$ cat src/rtl/efm_frame_decoder.sv
// efm_frame_decoder: serial EFM channel-bit frame decoder.
// Recovers channel bits (optional NRZI), hunts for the 24-bit frame sync,
// qualifies lock over several frames, flywheels through missed syncs, slices
// each frame into 14-bit symbols, decodes them to bytes and flags run-length
// violations with a saturating error counter.
//
// Ports:
//   clk, rst        clock, synchronous active-high reset
//   i_bit_valid     qualifies i_bit; nothing advances while low
//   i_bit           channel level (NRZI=1) or channel bit (NRZI=0), MSB first
//   o_data          decoded byte                      (valid with o_data_valid)
//   o_data_valid    one-cycle strobe per decoded symbol
//   o_sym_idx       symbol index within the frame      (valid with o_data_valid)
//   o_s0_sync       symbol is the subcode S0 pattern   (valid with o_data_valid)
//   o_s1_sync       symbol is the subcode S1 pattern   (valid with o_data_valid)
//   o_sym_err       run-length violation in the symbol (valid with o_data_valid)
//   o_frame_start   one-cycle pulse at each frame boundary outside HUNT
//   o_locked        high while in LOCK
//   o_err_cnt       saturating count of o_sym_err strobes

// Combinational EFM symbol table: 14-bit codeword to byte plus S0/S1 flags.
// Holds data bytes 0x00-0x1F; any other codeword decodes to 0x00.
module efm_lut_decode (
    input  logic [13:0] sym_i,
    output logic [7:0]  data_o,
    output logic        s0_o,
    output logic        s1_o
);
    always_comb begin
        data_o = 8'h00;
        s0_o   = 1'b0;
        s1_o   = 1'b0;
        unique case (sym_i)
            14'b01001000100000: data_o = 8'h00;
            14'b10000100000000: data_o = 8'h01;
            14'b10010000100000: data_o = 8'h02;
            14'b10001000100000: data_o = 8'h03;
            14'b01000100000000: data_o = 8'h04;
            14'b00000100010000: data_o = 8'h05;
            14'b00010000100000: data_o = 8'h06;
            14'b00100100000000: data_o = 8'h07;
            14'b01001001000000: data_o = 8'h08;
            14'b10000001000000: data_o = 8'h09;
            14'b10010001000000: data_o = 8'h0A;
            14'b10001001000000: data_o = 8'h0B;
            14'b01000001000000: data_o = 8'h0C;
            14'b00000001000000: data_o = 8'h0D;
            14'b00010001000000: data_o = 8'h0E;
            14'b00100001000000: data_o = 8'h0F;
            14'b10000000100000: data_o = 8'h10;
            14'b10000010000000: data_o = 8'h11;
            14'b10010010000000: data_o = 8'h12;
            14'b00100000100000: data_o = 8'h13;
            14'b01000010000000: data_o = 8'h14;
            14'b00000010000000: data_o = 8'h15;
            14'b00010010000000: data_o = 8'h16;
            14'b00100010000000: data_o = 8'h17;
            14'b01001000010000: data_o = 8'h18;
            14'b10000000010000: data_o = 8'h19;
            14'b10010000010000: data_o = 8'h1A;
            14'b10001000010000: data_o = 8'h1B;
            14'b01000000010000: data_o = 8'h1C;
            14'b00001000010000: data_o = 8'h1D;
            14'b00010000010000: data_o = 8'h1E;
            14'b00100000010000: data_o = 8'h1F;
            14'b00100000000001: s0_o   = 1'b1;
            14'b00000000010010: s1_o   = 1'b1;
            default:            data_o = 8'h00;
        endcase
    end
endmodule

module efm_frame_decoder #(
    parameter int unsigned NRZI          = 1,
    parameter int unsigned SYMS          = 33,
    parameter int unsigned LOCK_FRAMES   = 3,
    parameter int unsigned UNLOCK_FRAMES = 3,
    parameter int unsigned ERR_W         = 16
) (
    input  logic             clk,
    input  logic             rst,
    input  logic             i_bit_valid,
    input  logic             i_bit,
    output logic [7:0]       o_data,
    output logic             o_data_valid,
    output logic [5:0]       o_sym_idx,
    output logic             o_s0_sync,
    output logic             o_s1_sync,
    output logic             o_sym_err,
    output logic             o_frame_start,
    output logic             o_locked,
    output logic [ERR_W-1:0] o_err_cnt
);
    localparam int unsigned FRAME_BITS = 27 + 17 * SYMS;
    localparam int unsigned CNT_W      = $clog2(FRAME_BITS + 1);
    localparam int unsigned SLOT_W     = 5;
    localparam int unsigned SYM_W      = 7;
    localparam int unsigned GOOD_W     = $clog2(LOCK_FRAMES + 1);
    localparam int unsigned MISS_W     = $clog2(UNLOCK_FRAMES + 1);
    localparam logic [23:0] SYNC_WORD  = 24'h801002;

    typedef enum logic [1:0] {ST_HUNT, ST_CHECK, ST_LOCK} state_e;

    state_e              state_q, state_d;
    logic                prev_q, prev_d;
    logic [22:0]         sh_q, sh_d;
    logic [CNT_W-1:0]    cnt_q, cnt_d;
    logic [SLOT_W-1:0]   slot_q, slot_d;
    logic [SYM_W-1:0]    sym_q, sym_d;
    logic [GOOD_W-1:0]   good_q, good_d;
    logic [MISS_W-1:0]   miss_q, miss_d;
    logic [7:0]          data_q, data_d;
    logic                dv_q, dv_d;
    logic [5:0]          idx_q, idx_d;
    logic                s0_q, s0_d;
    logic                s1_q, s1_d;
    logic                err_q, err_d;
    logic                fs_q, fs_d;
    logic                locked_q, locked_d;
    logic [ERR_W-1:0]    errcnt_q, errcnt_d;

    logic                ch_bit;
    logic [23:0]         window;
    logic                sync_hit;
    logic [CNT_W-1:0]    cnt_inc;
    logic [SLOT_W-1:0]   slot_inc;
    logic [GOOD_W-1:0]   good_inc;
    logic [MISS_W-1:0]   miss_inc;
    logic [7:0]          lut_data;
    logic                lut_s0;
    logic                lut_s1;
    logic                sym_bad;

    // Run-length rule: 1s need >=2 zeros between them, and no zero run >10.
    function automatic logic rl_err(input logic [13:0] s);
        logic e;
        e = 1'b0;
        for (int i = 0; i < 13; i++) if (s[i] && s[i+1]) e = 1'b1;
        for (int i = 0; i < 12; i++) if (s[i] && s[i+2]) e = 1'b1;
        for (int i = 0; i < 4; i++) if (s[i +: 11] == 11'd0) e = 1'b1;
        return e;
    endfunction

    // Channel bit recovery and the 24-bit window including the incoming bit.
    assign ch_bit   = (NRZI != 0) ? (i_bit ^ prev_q) : i_bit;
    assign window   = {sh_q, ch_bit};
    assign sync_hit = (window == SYNC_WORD);
    assign cnt_inc  = cnt_q + CNT_W'(1);
    assign slot_inc = slot_q + SLOT_W'(1);
    assign good_inc = good_q + GOOD_W'(1);
    assign miss_inc = miss_q + MISS_W'(1);
    assign sym_bad  = rl_err(window[13:0]);

    efm_lut_decode u_lut (
        .sym_i  (window[13:0]),
        .data_o (lut_data),
        .s0_o   (lut_s0),
        .s1_o   (lut_s1)
    );

    // Next-state: sync hunt/qualify/flywheel and symbol slicing.
    always_comb begin
        state_d  = state_q;
        prev_d   = prev_q;
        sh_d     = sh_q;
        cnt_d    = cnt_q;
        slot_d   = slot_q;
        sym_d    = sym_q;
        good_d   = good_q;
        miss_d   = miss_q;
        data_d   = data_q;
        dv_d     = 1'b0;
        idx_d    = idx_q;
        s0_d     = s0_q;
        s1_d     = s1_q;
        err_d    = err_q;
        fs_d     = 1'b0;
        errcnt_d = errcnt_q;

        if (i_bit_valid) begin
            prev_d = i_bit;
            sh_d   = window[22:0];
            unique case (state_q)
                ST_HUNT: begin
                    if (sync_hit) begin
                        cnt_d   = '0;
                        slot_d  = '0;
                        sym_d   = '0;
                        good_d  = GOOD_W'(1);
                        miss_d  = '0;
                        state_d = (LOCK_FRAMES <= 1) ? ST_LOCK : ST_CHECK;
                    end
                end
                ST_CHECK, ST_LOCK: begin
                    cnt_d  = cnt_inc;
                    slot_d = slot_inc;
                    // Every 17 bits closes a symbol (14 code bits + 3 merging).
                    if (slot_inc == SLOT_W'(17)) begin
                        slot_d = '0;
                        sym_d  = sym_q + SYM_W'(1);
                        if (sym_q < SYM_W'(SYMS)) begin
                            dv_d   = 1'b1;
                            idx_d  = 6'(sym_q);
                            data_d = lut_data;
                            s0_d   = lut_s0;
                            s1_d   = lut_s1;
                            err_d  = sym_bad;
                            if (sym_bad && (errcnt_q != {ERR_W{1'b1}})) begin
                                errcnt_d = errcnt_q + ERR_W'(1);
                            end
                        end
                    end
                    if (cnt_inc == CNT_W'(FRAME_BITS)) begin
                        cnt_d  = '0;
                        slot_d = '0;
                        sym_d  = '0;
                        if (state_q == ST_CHECK) begin
                            if (sync_hit) begin
                                good_d = good_inc;
                                fs_d   = 1'b1;
                                if (good_inc == GOOD_W'(LOCK_FRAMES)) state_d = ST_LOCK;
                            end else begin
                                state_d = ST_HUNT;
                            end
                        end else begin
                            // Flywheel: keep frame timing even on a missed sync.
                            fs_d = 1'b1;
                            if (sync_hit) begin
                                miss_d = '0;
                            end else begin
                                miss_d = miss_inc;
                                if (miss_inc == MISS_W'(UNLOCK_FRAMES)) state_d = ST_HUNT;
                            end
                        end
                    end
                end
                default: state_d = ST_HUNT;
            endcase
        end

        locked_d = (state_d == ST_LOCK);
    end

    // State and output registers.
    always_ff @(posedge clk) begin
        if (rst) begin
            state_q  <= ST_HUNT;
            prev_q   <= 1'b0;
            sh_q     <= '0;
            cnt_q    <= '0;
            slot_q   <= '0;
            sym_q    <= '0;
            good_q   <= '0;
            miss_q   <= '0;
            data_q   <= '0;
            dv_q     <= 1'b0;
            idx_q    <= '0;
            s0_q     <= 1'b0;
            s1_q     <= 1'b0;
            err_q    <= 1'b0;
            fs_q     <= 1'b0;
            locked_q <= 1'b0;
            errcnt_q <= '0;
        end else begin
            state_q  <= state_d;
            prev_q   <= prev_d;
            sh_q     <= sh_d;
            cnt_q    <= cnt_d;
            slot_q   <= slot_d;
            sym_q    <= sym_d;
            good_q   <= good_d;
            miss_q   <= miss_d;
            data_q   <= data_d;
            dv_q     <= dv_d;
            idx_q    <= idx_d;
            s0_q     <= s0_d;
            s1_q     <= s1_d;
            err_q    <= err_d;
            fs_q     <= fs_d;
            locked_q <= locked_d;
            errcnt_q <= errcnt_d;
        end
    end

    assign o_data        = data_q;
    assign o_data_valid  = dv_q;
    assign o_sym_idx     = idx_q;
    assign o_s0_sync     = s0_q;
    assign o_s1_sync     = s1_q;
    assign o_sym_err     = err_q;
    assign o_frame_start = fs_q;
    assign o_locked      = locked_q;
    assign o_err_cnt     = errcnt_q;

endmodule

$ cat config.mk
export PLATFORM = sky130hd
export DESIGN_NAME = efm_frame_decoder
export DESIGN_NICKNAME = d
export VERILOG_FILES = /design/src/rtl/efm_frame_decoder.sv
export SDC_FILE = /design/constraint.sdc
export NUM_CORES = 1
export LEC_CHECK = 0
export ABC_AREA = 1
export CAP_MARGIN = 15
export CORE_UTILIZATION = 54
export DETAILED_ROUTE_END_ITERATION = 8
export DONT_BUFFER_PORTS = 1
export GPL_ROUTABILITY_DRIVEN = 0
export PLACE_DENSITY = 0.69
export SYNTH_ARGS = -nofsm -noshare
export SYNTH_HDL_FRONTEND = slang
export SYNTH_SLANG_ARGS = --single-unit
$ cat constraint.sdc
create_clock -name clk -period 5 [get_ports clk]
set_input_delay 1.25 -clock clk [delete_from_list [all_inputs] [get_ports clk]]
set_output_delay 1.25 -clock clk [all_outputs]
set_load 0.01 [all_outputs]
==> results of run 1 <==
[kinds of logic (layout without fill, tap and decap cells)]
logic type,Yosys count,after routing,share of synthesized area [%]
buf+inv,105,99,8.74
other cells,1,3,0.0784
simple gates,325,325,32.7
flops,85,85,35.6
xor+xnor,17,17,3.11
fa+ha+maj,11,11,2.88
compound gates,151,151,16.9
[flip-flops by register name, indices dropped and copies added, names as in the netlist]
register	count
cnt_q	10
good_q	2
miss_q	2
o_data	5
o_data_valid	1
o_err_cnt	16
o_frame_start	1
o_locked	1
o_s0_sync	1
o_s1_sync	1
o_sym_err	1
o_sym_idx	6
prev_q	1
sh_q	23
slot_q	5
state_q	2
sym_q	7
[critical path: stages, from the launching register on]
cell and delay (ns):
dfxtp_1 0.44, inv_1 0.09, ha_1 0.71, nand4_1 0.24
nor2_4 0.45, nand3_2 0.22, nor2_2 0.22, o21ai_0 0.10
a21oi_1 0.15
[cell type report]
| type | count | area (um2) |
|---|---|---|
| clock buffers | 9 | 124 |
| clock inverters | 7 | 146 |
| fillers | 799 | 3290 |
| inverters | 82 | 310 |
| multi-input cells | 507 | 2670 |
| flip-flops and latches | 85 | 1700 |
| well taps | 105 | 131 |
| repair buffers | 1 | 7.51 |
[metal layers]
| layer | global-route usage, % | share of wire, % |
|---|---|---|
| met1 | 32.2 | 46 |
| met2 | 42.3 | 47 |
| met3 | 6.71 | 6.1 |
| met4 | 7.21 | 1.2 |
| met5 | 0 | 0 |
[cells in the mapped netlist, types with 3 or more instances]
| cell type | count | share of area [%] |
|---|---|---|
| nor3_1 | 12 | 1.3 |
| buf_2 | 5 | 0.52 |
| nand2_4 | 3 | 0.71 |
| clkbuf_1 | 13 | 1.0 |
| nor2_2 | 9 | 1.2 |
| xnor2_1 | 4 | 0.73 |
| xor2_1 | 13 | 2.4 |
| nor2_1 | 84 | 6.6 |
| ha_1 | 11 | 2.9 |
| nand2_2 | 6 | 0.78 |
| o21ai_0 | 55 | 5.8 |
| inv_2 | 4 | 0.31 |
| nand4_1 | 25 | 3.3 |
| nand2_1 | 120 | 9.4 |
| dfxtp_1 | 85 | 36 |
| buf_4 | 4 | 0.63 |
| inv_1 | 77 | 6.0 |
| nor2_4 | 7 | 1.6 |
| a21oi_1 | 76 | 8.0 |
| o211ai_1 | 3 | 0.47 |
| nand3b_1 | 3 | 0.47 |
| nand3_1 | 44 | 4.6 |
| nand3_2 | 5 | 1.0 |
[power groups by stage]
stage               clock (mW)  sequential, mW  combinational, mW
floorplan                    0           0.714             0.0904
global placement             0           0.718             0.0996
detailed placement           0           0.718              0.101
CTS                      0.658           0.702              0.101
global route             0.678           0.705              0.118
finish                   0.644           0.703              0.103
[how the worst max path moves through the flow]
stage | start | endpoint | slack (ns) | cells after the start
floorplan | i_bit | sym_q[3] | 2.52 | 11
global route | state_q[0] | o_err_cnt[3] | 2.00 | 8
global placement | i_bit | o_err_cnt[8] | 2.31 | 10
finish | state_q[0] | o_err_cnt[3] | 2.29 | 8
detailed placement | i_bit | o_err_cnt[3] | 2.28 | 9
CTS | state_q[0] | o_err_cnt[3] | 2.27 | 8
[cell usage in the layout, fill, tap and decap left out, types with 3 or more instances in the layout]
cell type,n
nand2_1,120
dfxtp_1,85
nor2_1,84
inv_1,77
a21oi_1,76
o21ai_0,55
nand3_1,44
nand4_1,25
xor2_1,13
nor3_1,12
ha_1,11
nor2_2,9
clkbuf_8,9
nor2_4,7
nand2_2,6
nand3_2,5
inv_2,4
xnor2_1,4
bufinv_16,4
nand3b_1,3
nand2_4,3
o211ai_1,3
conb_1,3
==> results.sh, run 1 <==
export IMPL_status="complete, no violations"
export IMPL_p_per_area_nw_per_um2=285
export IMPL_power_switching_mw=0.344
export IMPL_maxCapViolCount=0
export IMPL_power_frac_seq_pct=48.5
export IMPL_synth_seq_cells=85
export IMPL_cts_sinks=85
export IMPL_final_cell_area_um2=5090
export IMPL_critPathRequiredTime_ns=5.29
export IMPL_worst_pin_slew_ns=0.785
export IMPL_slew_viol_final=0
export IMPL_drt_total_wl_mm=11.0
export IMPL_holdPathStages=2
export IMPL_ys_types=42
export IMPL_fin_tns_setup_ns=0
export IMPL_synth_seq_area_share_pct=35.6
export IMPL_first_global_vias=4080
export IMPL_switching_share_pct=23.7
export IMPL_die_w_um=96.1
export IMPL_portBuffers=0
export IMPL_drtIter0Drc=203
export IMPL_irDropWorstVdd_uv=144
export IMPL_initial_utilization_pct=57.1
export IMPL_rsz0062_at_grt="no"
export IMPL_ios=40
export IMPL_cp_max_fo=21
export IMPL_worstHoldStart="miss_q[1]"
export IMPL_path_class="register to register"
export IMPL_fin_util_pct=60.8
export IMPL_finalHoldViolations=0
export IMPL_antenna_left=0
export IMPL_synth_avg_cell_area_um2=6.88
export IMPL_postCtsSetupBuffers=0
export IMPL_placed_cells=780
export IMPL_clkPwrFrac_pct=44.4
export IMPL_die_y_um=96.1
export IMPL_synthCells=695
export IMPL_fp_coreArea_um2=8380
export IMPL_antenna_found_initial=0
export IMPL_wire_per_inst_um=13.8
export IMPL_clock_path_buffers=2
export IMPL_min_to="miss_q[1]"
export IMPL_routed_via_count=4485
export IMPL_cts_tree="built"
export IMPL_period_needed_ns=2.71
export IMPL_clock_fmax_mhz=369
export IMPL_clockRootBuffer="clkbuf_8"
export IMPL_startpoint_type="register"
export IMPL_std_cell_rows=33
export IMPL_syn2layout_area_growth_pct=6.46
export IMPL_drive_above_1_share_pct=8.68
export IMPL_stdcell_count=796
export IMPL_reg2reg_from="state_q[0]"
export IMPL_cp_end_kind="register"
export IMPL_clkTransAtPathRegs_ns=0.09
export IMPL_relSlewSlack_pct=47.6
export IMPL_n_antenna_cell=0
export IMPL_synth_edf_count=0
export IMPL_clkLatencyLatePin_ns=0.36
export IMPL_grt_use_total_pct=25.4
export IMPL_whs_ns=0.466
export IMPL_p_leak_nw=2.09
export IMPL_nets=701
export IMPL_reg2reg_slack_ns=2.29
export IMPL_cts_inserted_buffers=9
export IMPL_ctsResizeCount=0
export IMPL_dp_slack_ns=2.28
export IMPL_htree_levels=3
export IMPL_viasPerCell=5.63
export IMPL_finalSetupViolCount=0
export IMPL_dr_pass1_iters=5
export IMPL_arrival_ns=3.00
export IMPL_drc_errors=0
export IMPL_setup_ws_ns=2.29
export IMPL_grt_start_max_net_pins=44
export IMPL_globalRoute_totalOverflow=0
export IMPL_timing_final_crit_share_pct=54.2
export IMPL_fin_skew_ns=0.0113
export IMPL_r2r_end="o_err_cnt[3]"
export IMPL_async_flop_share_pct=0
export IMPL_comb_power_share_pct=7.1
export IMPL_ff2ff_path_depth=8
export IMPL_syn_area_um2=4780
export IMPL_grt_pass1_wl_mm=18.4
export IMPL_synthFlopType="dfxtp_1"
export IMPL_postCtsHoldBufs=0
export IMPL_yosys_warnings=0
export IMPL_dp_hpwl_mm=8.02
export IMPL_total_power_mw=1.45
export IMPL_hold_class="register to register"
export IMPL_die_area_um2=9240
export IMPL_dpl_instance_area_um2=4820
export IMPL_intPower_mw=1.11
(Power assumes the default switching activity.)
==> run 2: changes to the inputs <==
==> constraint.sdc (replaced) <==
create_clock -name clk -period 2.5 [get_ports clk]
set_input_delay 0.625 -clock clk [delete_from_list [all_inputs] [get_ports clk]]
set_output_delay 0.625 -clock clk [all_outputs]
set_load 0.01 [all_outputs]
==> results.sh, run 2 (synthesis gave the netlist of run 1 again) <==
export IMPL_status="complete, no violations"
export IMPL_drive_above_1_share_pct=9.20
export IMPL_endpoint="miss_q[0]"
export IMPL_first_global_vias=4120
export IMPL_crit_top_cell="nand2_1"
export IMPL_nets=706
export IMPL_cp_max_fo=6
export IMPL_irDropWorstVdd_uv=288
export IMPL_initial_utilization_pct=57.1
export IMPL_std_cell_rows=33
export IMPL_critPathRequiredTime_ns=2.76
export IMPL_routed_via_count=4537
export IMPL_cts_sinks=85
export IMPL_path_cells="ha_1 -> nand2_2 -> nor2_2 -> nand2_1 -> nand2_1 -> nand2_1 -> nor2_2 -> nand3_4 -> nand2_4 -> nand2_2 -> nor2_4 -> inv_1 -> a21oi_1 -> nor2_1"
export IMPL_htree_levels=3
export IMPL_drtIter0Drc=297
export IMPL_power_frac_seq_pct=56.1
export IMPL_ctsResizeCount=0
export IMPL_clock_fmax_mhz=466
export IMPL_arrival_ns=2.41
export IMPL_total_power_mw=2.51
export IMPL_portBuffers=0
export IMPL_ff2ff_path_depth=14
export IMPL_p_per_area_nw_per_um2=498
export IMPL_ios=40
export IMPL_clockRootBuffer="clkbuf_8"
export IMPL_clkTransAtPathRegs_ns=0.09
export IMPL_fp_coreArea_um2=8380
export IMPL_path_class="register to register"
export IMPL_reg2reg_from="cnt_q[0]"
export IMPL_drc_errors=0
export IMPL_rsz0062_at_grt="no"
export IMPL_viasPerCell=5.66
export IMPL_postCtsHoldBufs=0
export IMPL_reg2reg_slack_ns=0.35
export IMPL_hold_class="input port to register"
export IMPL_clock_path_buffers=2
export IMPL_die_area_um2=9240
export IMPL_comb_power_share_pct=8.3
export IMPL_intPower_mw=1.81
export IMPL_cpLargestDelayFamily="simple AND/OR/NAND/NOR gates"
export IMPL_fin_skew_ns=0.0163
export IMPL_final_cell_mix="120 x nand2_1, 85 x dfxtp_1, 84 x nor2_1"
export IMPL_wire_per_inst_um=14.0
export IMPL_final_common_cell="nand2_1"
export IMPL_grt_use_total_pct=25.8
export IMPL_period_needed_ns=2.15
export IMPL_maxCapViolCount=0
export IMPL_cp_end_kind="register"
export IMPL_critPathLaunch="cnt_q[0]"
export IMPL_n_antenna_cell=0
export IMPL_dr_pass1_iters=5
export IMPL_slew_viol_final=0
export IMPL_antenna_found_initial=0
export IMPL_cp_num_cells=14
export IMPL_drt_total_wl_mm=11.2
export IMPL_startpoint_type="register"
export IMPL_grt_start_max_net_pins=44
export IMPL_crit_buf_inv=1
export IMPL_finalSetupViolCount=0
export IMPL_finalHoldViolations=0
export IMPL_clkLatencyLatePin_ns=0.37
export IMPL_fin_util_pct=60.1
export IMPL_switching_share_pct=27.9
export IMPL_antenna_left=0
export IMPL_fin_tns_setup_ns=0
export IMPL_largest_register_ffs=23
export IMPL_syn2layout_area_growth_pct=5.26
export IMPL_nFillCells=807
export IMPL_max_stage_delay_ns=0.45
export IMPL_die_w_um=96.1
export IMPL_crit_slowest_cell="dfxtp_1"
export IMPL_grt_pass1_wl_mm=18.5
export IMPL_top_register="sh_q"
export IMPL_globalRoute_totalOverflow=0
export IMPL_cts_inserted_buffers=9
export IMPL_clkPwrFrac_pct=35.6
export IMPL_power_switching_mw=0.698
export IMPL_timing_final_crit_share_pct=85.9
export IMPL_r2r_end="miss_q[0]"
export IMPL_cts_tree="built"
export IMPL_dp_hpwl_mm=8.18
export IMPL_p_leak_nw=2.07
export IMPL_die_y_um=96.1
export IMPL_postCtsSetupBuffers=0
## run 2: stage by stage
| step | instance area (um2) | hold WS, ns | std cells | setup slack, ns |
|---|---|---|---|---|
| 6_report | 5030 | 0.316 | 801 | 0.353 |
| 5_1_grt | 5030 | 0.302 | 801 | 0.112 |
| 3_5_place_dp | 4860 | 0.465 | 785 | 0.351 |
| 3_3_place_gp | 4860 | 0.449 | 785 | 0.351 |
| 2_1_floorplan | 4790 | 0.445 | 697 | 0.646 |
| 4_1_cts | 5030 | 0.310 | 801 | 0.350 |
## run 2: worst min-delay path by stage
stage | start | to | slack (ns) | depth (start not counted)
after global placement | miss_q[1] | miss_q[1] | 0.45 | 2
after detailed placement | sh_q[16] | sh_q[17] | 0.46 | 2
after global routing | rst | o_err_cnt[8] | 0.30 | 1
after CTS | rst | o_err_cnt[8] | 0.31 | 1
final | rst | cnt_q[3] | 0.32 | 1
after floorplan | sh_q[21] | sh_q[22] | 0.44 | 2
## run 2: layout make-up
cell class / count / area [um2] / area share [%]
repair buffers: 6 / 45.0 / 0.895
well taps: 105 / 131 / 2.61
flip-flops and latches: 85 / 1700 / 33.8
clock buffers: 10 / 128 / 2.53
multi-input cells: 507 / 2670 / 53.1
inverters: 82 / 310 / 6.16
clock inverters: 6 / 47.5 / 0.944
## run 2: power by group through the flow
| stage | logic, mW | clock network, mW | registers, mW |
|---|---|---|---|
| floorplan | 0.181 | 0 | 1.43 |
| global placement | 0.201 | 0 | 1.44 |
| finish | 0.207 | 0.893 | 1.41 |
| CTS | 0.205 | 0.913 | 1.40 |
| global route | 0.237 | 0.962 | 1.41 |
| detailed placement | 0.204 | 0 | 1.44 |
## run 2: per-layer routing
| layer | share of wire, % | track usage (%) |
|---|---|---|
| met4 | 2.2 | 12.2 |
| met5 | 0 | 0 |
| met3 | 6.1 | 5.37 |
| met2 | 46 | 41.4 |
| met1 | 46 | 32.9 |
==> run 3: changes to the inputs <==
--- a/config.mk
+++ b/config.mk
@@ -7,11 +7,11 @@
 export LEC_CHECK = 0
 export ABC_AREA = 1
 export CAP_MARGIN = 15
-export CORE_UTILIZATION = 54
+export CORE_ASPECT_RATIO = 1.4
+export CORE_UTILIZATION = 50
 export DETAILED_ROUTE_END_ITERATION = 8
 export DONT_BUFFER_PORTS = 1
-export GPL_ROUTABILITY_DRIVEN = 0
-export PLACE_DENSITY = 0.69
+export PLACE_DENSITY = 0.65
 export SYNTH_ARGS = -nofsm -noshare
 export SYNTH_HDL_FRONTEND = slang
 export SYNTH_SLANG_ARGS = --single-unit
==> results.sh, run 3 (synthesis gave the netlist of run 1 again) <==
export IMPL_status="complete, no violations"
export IMPL_postCtsSetupBuffers=0
export IMPL_place_congestion=0.948
export IMPL_clockRootBuffer="clkbuf_16"
export IMPL_finalSetupViolCount=0
export IMPL_initial_utilization_pct=52.4
export IMPL_globalRoute_totalOverflow=0
export IMPL_period_needed_ns=2.16
export IMPL_drtIter0Drc=224
export IMPL_first_global_vias=4209
export IMPL_rsz0062_at_grt="no"
export IMPL_irDropWorstVdd_uv=378
export IMPL_final_common_cell="nand2_1"
export IMPL_crit_buf_inv=1
export IMPL_crit_slowest_cell="dfxtp_1"
export IMPL_wire_per_inst_um=14.2
export IMPL_dp_slack_ns=0.345
export IMPL_nFillCells=890
export IMPL_p_leak_nw=2.12
export IMPL_top_register="sh_q"
export IMPL_critPathRequiredTime_ns=2.74
export IMPL_syn2layout_area_growth_pct=7.85
export IMPL_finalHoldViolations=0
export IMPL_cts_inserted_buffers=9
export IMPL_grt_use_total_pct=23.7
export IMPL_largest_register_ffs=23
export IMPL_antenna_found_initial=0
export IMPL_cp_end_kind="register"
export IMPL_dr_pass1_iters=6
export IMPL_path_cells="ha_1 -> nand2_2 -> o21bai_2 -> nand3b_1 -> nor2_1 -> nand3_4 -> nand2_4 -> nand2_2 -> nor2_4 -> inv_1 -> a21oi_1 -> nor2_1"
export IMPL_timing_final_crit_share_pct=86.6
export IMPL_drive_above_1_share_pct=8.93
export IMPL_die_y_um=118
export IMPL_hold_class="input port to register"
export IMPL_ios=40
export IMPL_routed_via_count=4456
export IMPL_drc_errors=0
export IMPL_cts_sinks=85
export IMPL_grt_start_max_net_pins=44
export IMPL_setup_ws_ns=0.336
export IMPL_fin_skew_ns=0.00622
export IMPL_dp_hpwl_mm=8.45
export IMPL_cts_tree="built"
export IMPL_max_stage_delay_ns=0.44
export IMPL_path_class="register to register"
export IMPL_slew_viol_final=0
export IMPL_fin_tns_setup_ns=0
export IMPL_clock_path_buffers=2
export IMPL_htree_levels=3
export IMPL_startpoint_type="register"
export IMPL_antenna_left=0
export IMPL_grt_pass1_wl_mm=19.2
export IMPL_portBuffers=0
export IMPL_fp_coreArea_um2=9130
export IMPL_n_antenna_cell=0
export IMPL_clock_fmax_mhz=462
export IMPL_arrival_ns=2.40
export IMPL_die_w_um=84.7
export IMPL_final_cell_mix="120 x nand2_1, 85 x dfxtp_1, 84 x nor2_1"
export IMPL_viasPerCell=5.56
export IMPL_clkTransAtPathRegs_ns=0.06
export IMPL_std_cell_rows=41
export IMPL_cp_max_fo=6
export IMPL_maxCapViolCount=0
export IMPL_ctsResizeCount=0
export IMPL_postCtsHoldBufs=0
export IMPL_drt_total_wl_mm=11.4
export IMPL_die_area_um2=9970
export IMPL_p_per_area_nw_per_um2=572
export IMPL_clkLatencyLatePin_ns=0.35
export IMPL_nets=705
export IMPL_cpLargestDelayFamily="simple AND/OR/NAND/NOR gates"
## run 3: changes by cell type in the layout (fill, tap and decap cells not counted), moves of 2 or more
cell	change
clkinv_4	-2
clkbuf_8	-8
buf_4	-2
clkbuf_16	+9
## run 3: final cells by class
cell class                 instances  area [um2]  area share (%)
multi-input combinational        507        2670            51.8
sequential                        85        1700            33.0
inverter                          82         310            6.02
clock buffer                      11         243            4.71
tap                              107         134            2.60
timing repair buffer               5        50.0           0.970
clock inverter                     4        48.8           0.946
## run 3: per-layer routing
metal	routed length (um)	global-route usage (%)
met1	4830	26.0
met2	5930	43.5
met3	337	3.37
met4	308	12.4
met5	0	0
## run 3: worst paths after layout
check | slack [ns] | from | end | depth (start not counted)
max | 0.34 | cnt_q[0] | miss_q[0] | 12
max reg2reg | 0.34 | cnt_q[0] | miss_q[0] | 12
min reg2reg | 0.47 | sh_q[20] | sh_q[21] | 2
min | 0.35 | rst | slot_q[2] | 1
## run 3: report_power, final
group	switching (mW)	total [mW]	internal, mW
sequential	0.0276	1.41	1.38
combinational	0.146	0.210	0.0640
clock	0.539	1.33	0.794
total	0.713	2.95	2.24
## run 3: through the flow
step | hold slack (ns) | instances | util [%] | area [um2] | total power, mW
global route | 0.342 | 801 | 56.5 | 5160 | 3.05
floorplan | 0.445 | 697 | - | 4790 | 1.61
finish | 0.345 | 801 | 56.5 | 5160 | 2.95
global placement | 0.453 | 786 | 53.3 | 4870 | 1.64
CTS | 0.343 | 801 | 56.5 | 5160 | 2.96
detailed placement | 0.463 | 786 | 53.3 | 4870 | 1.64
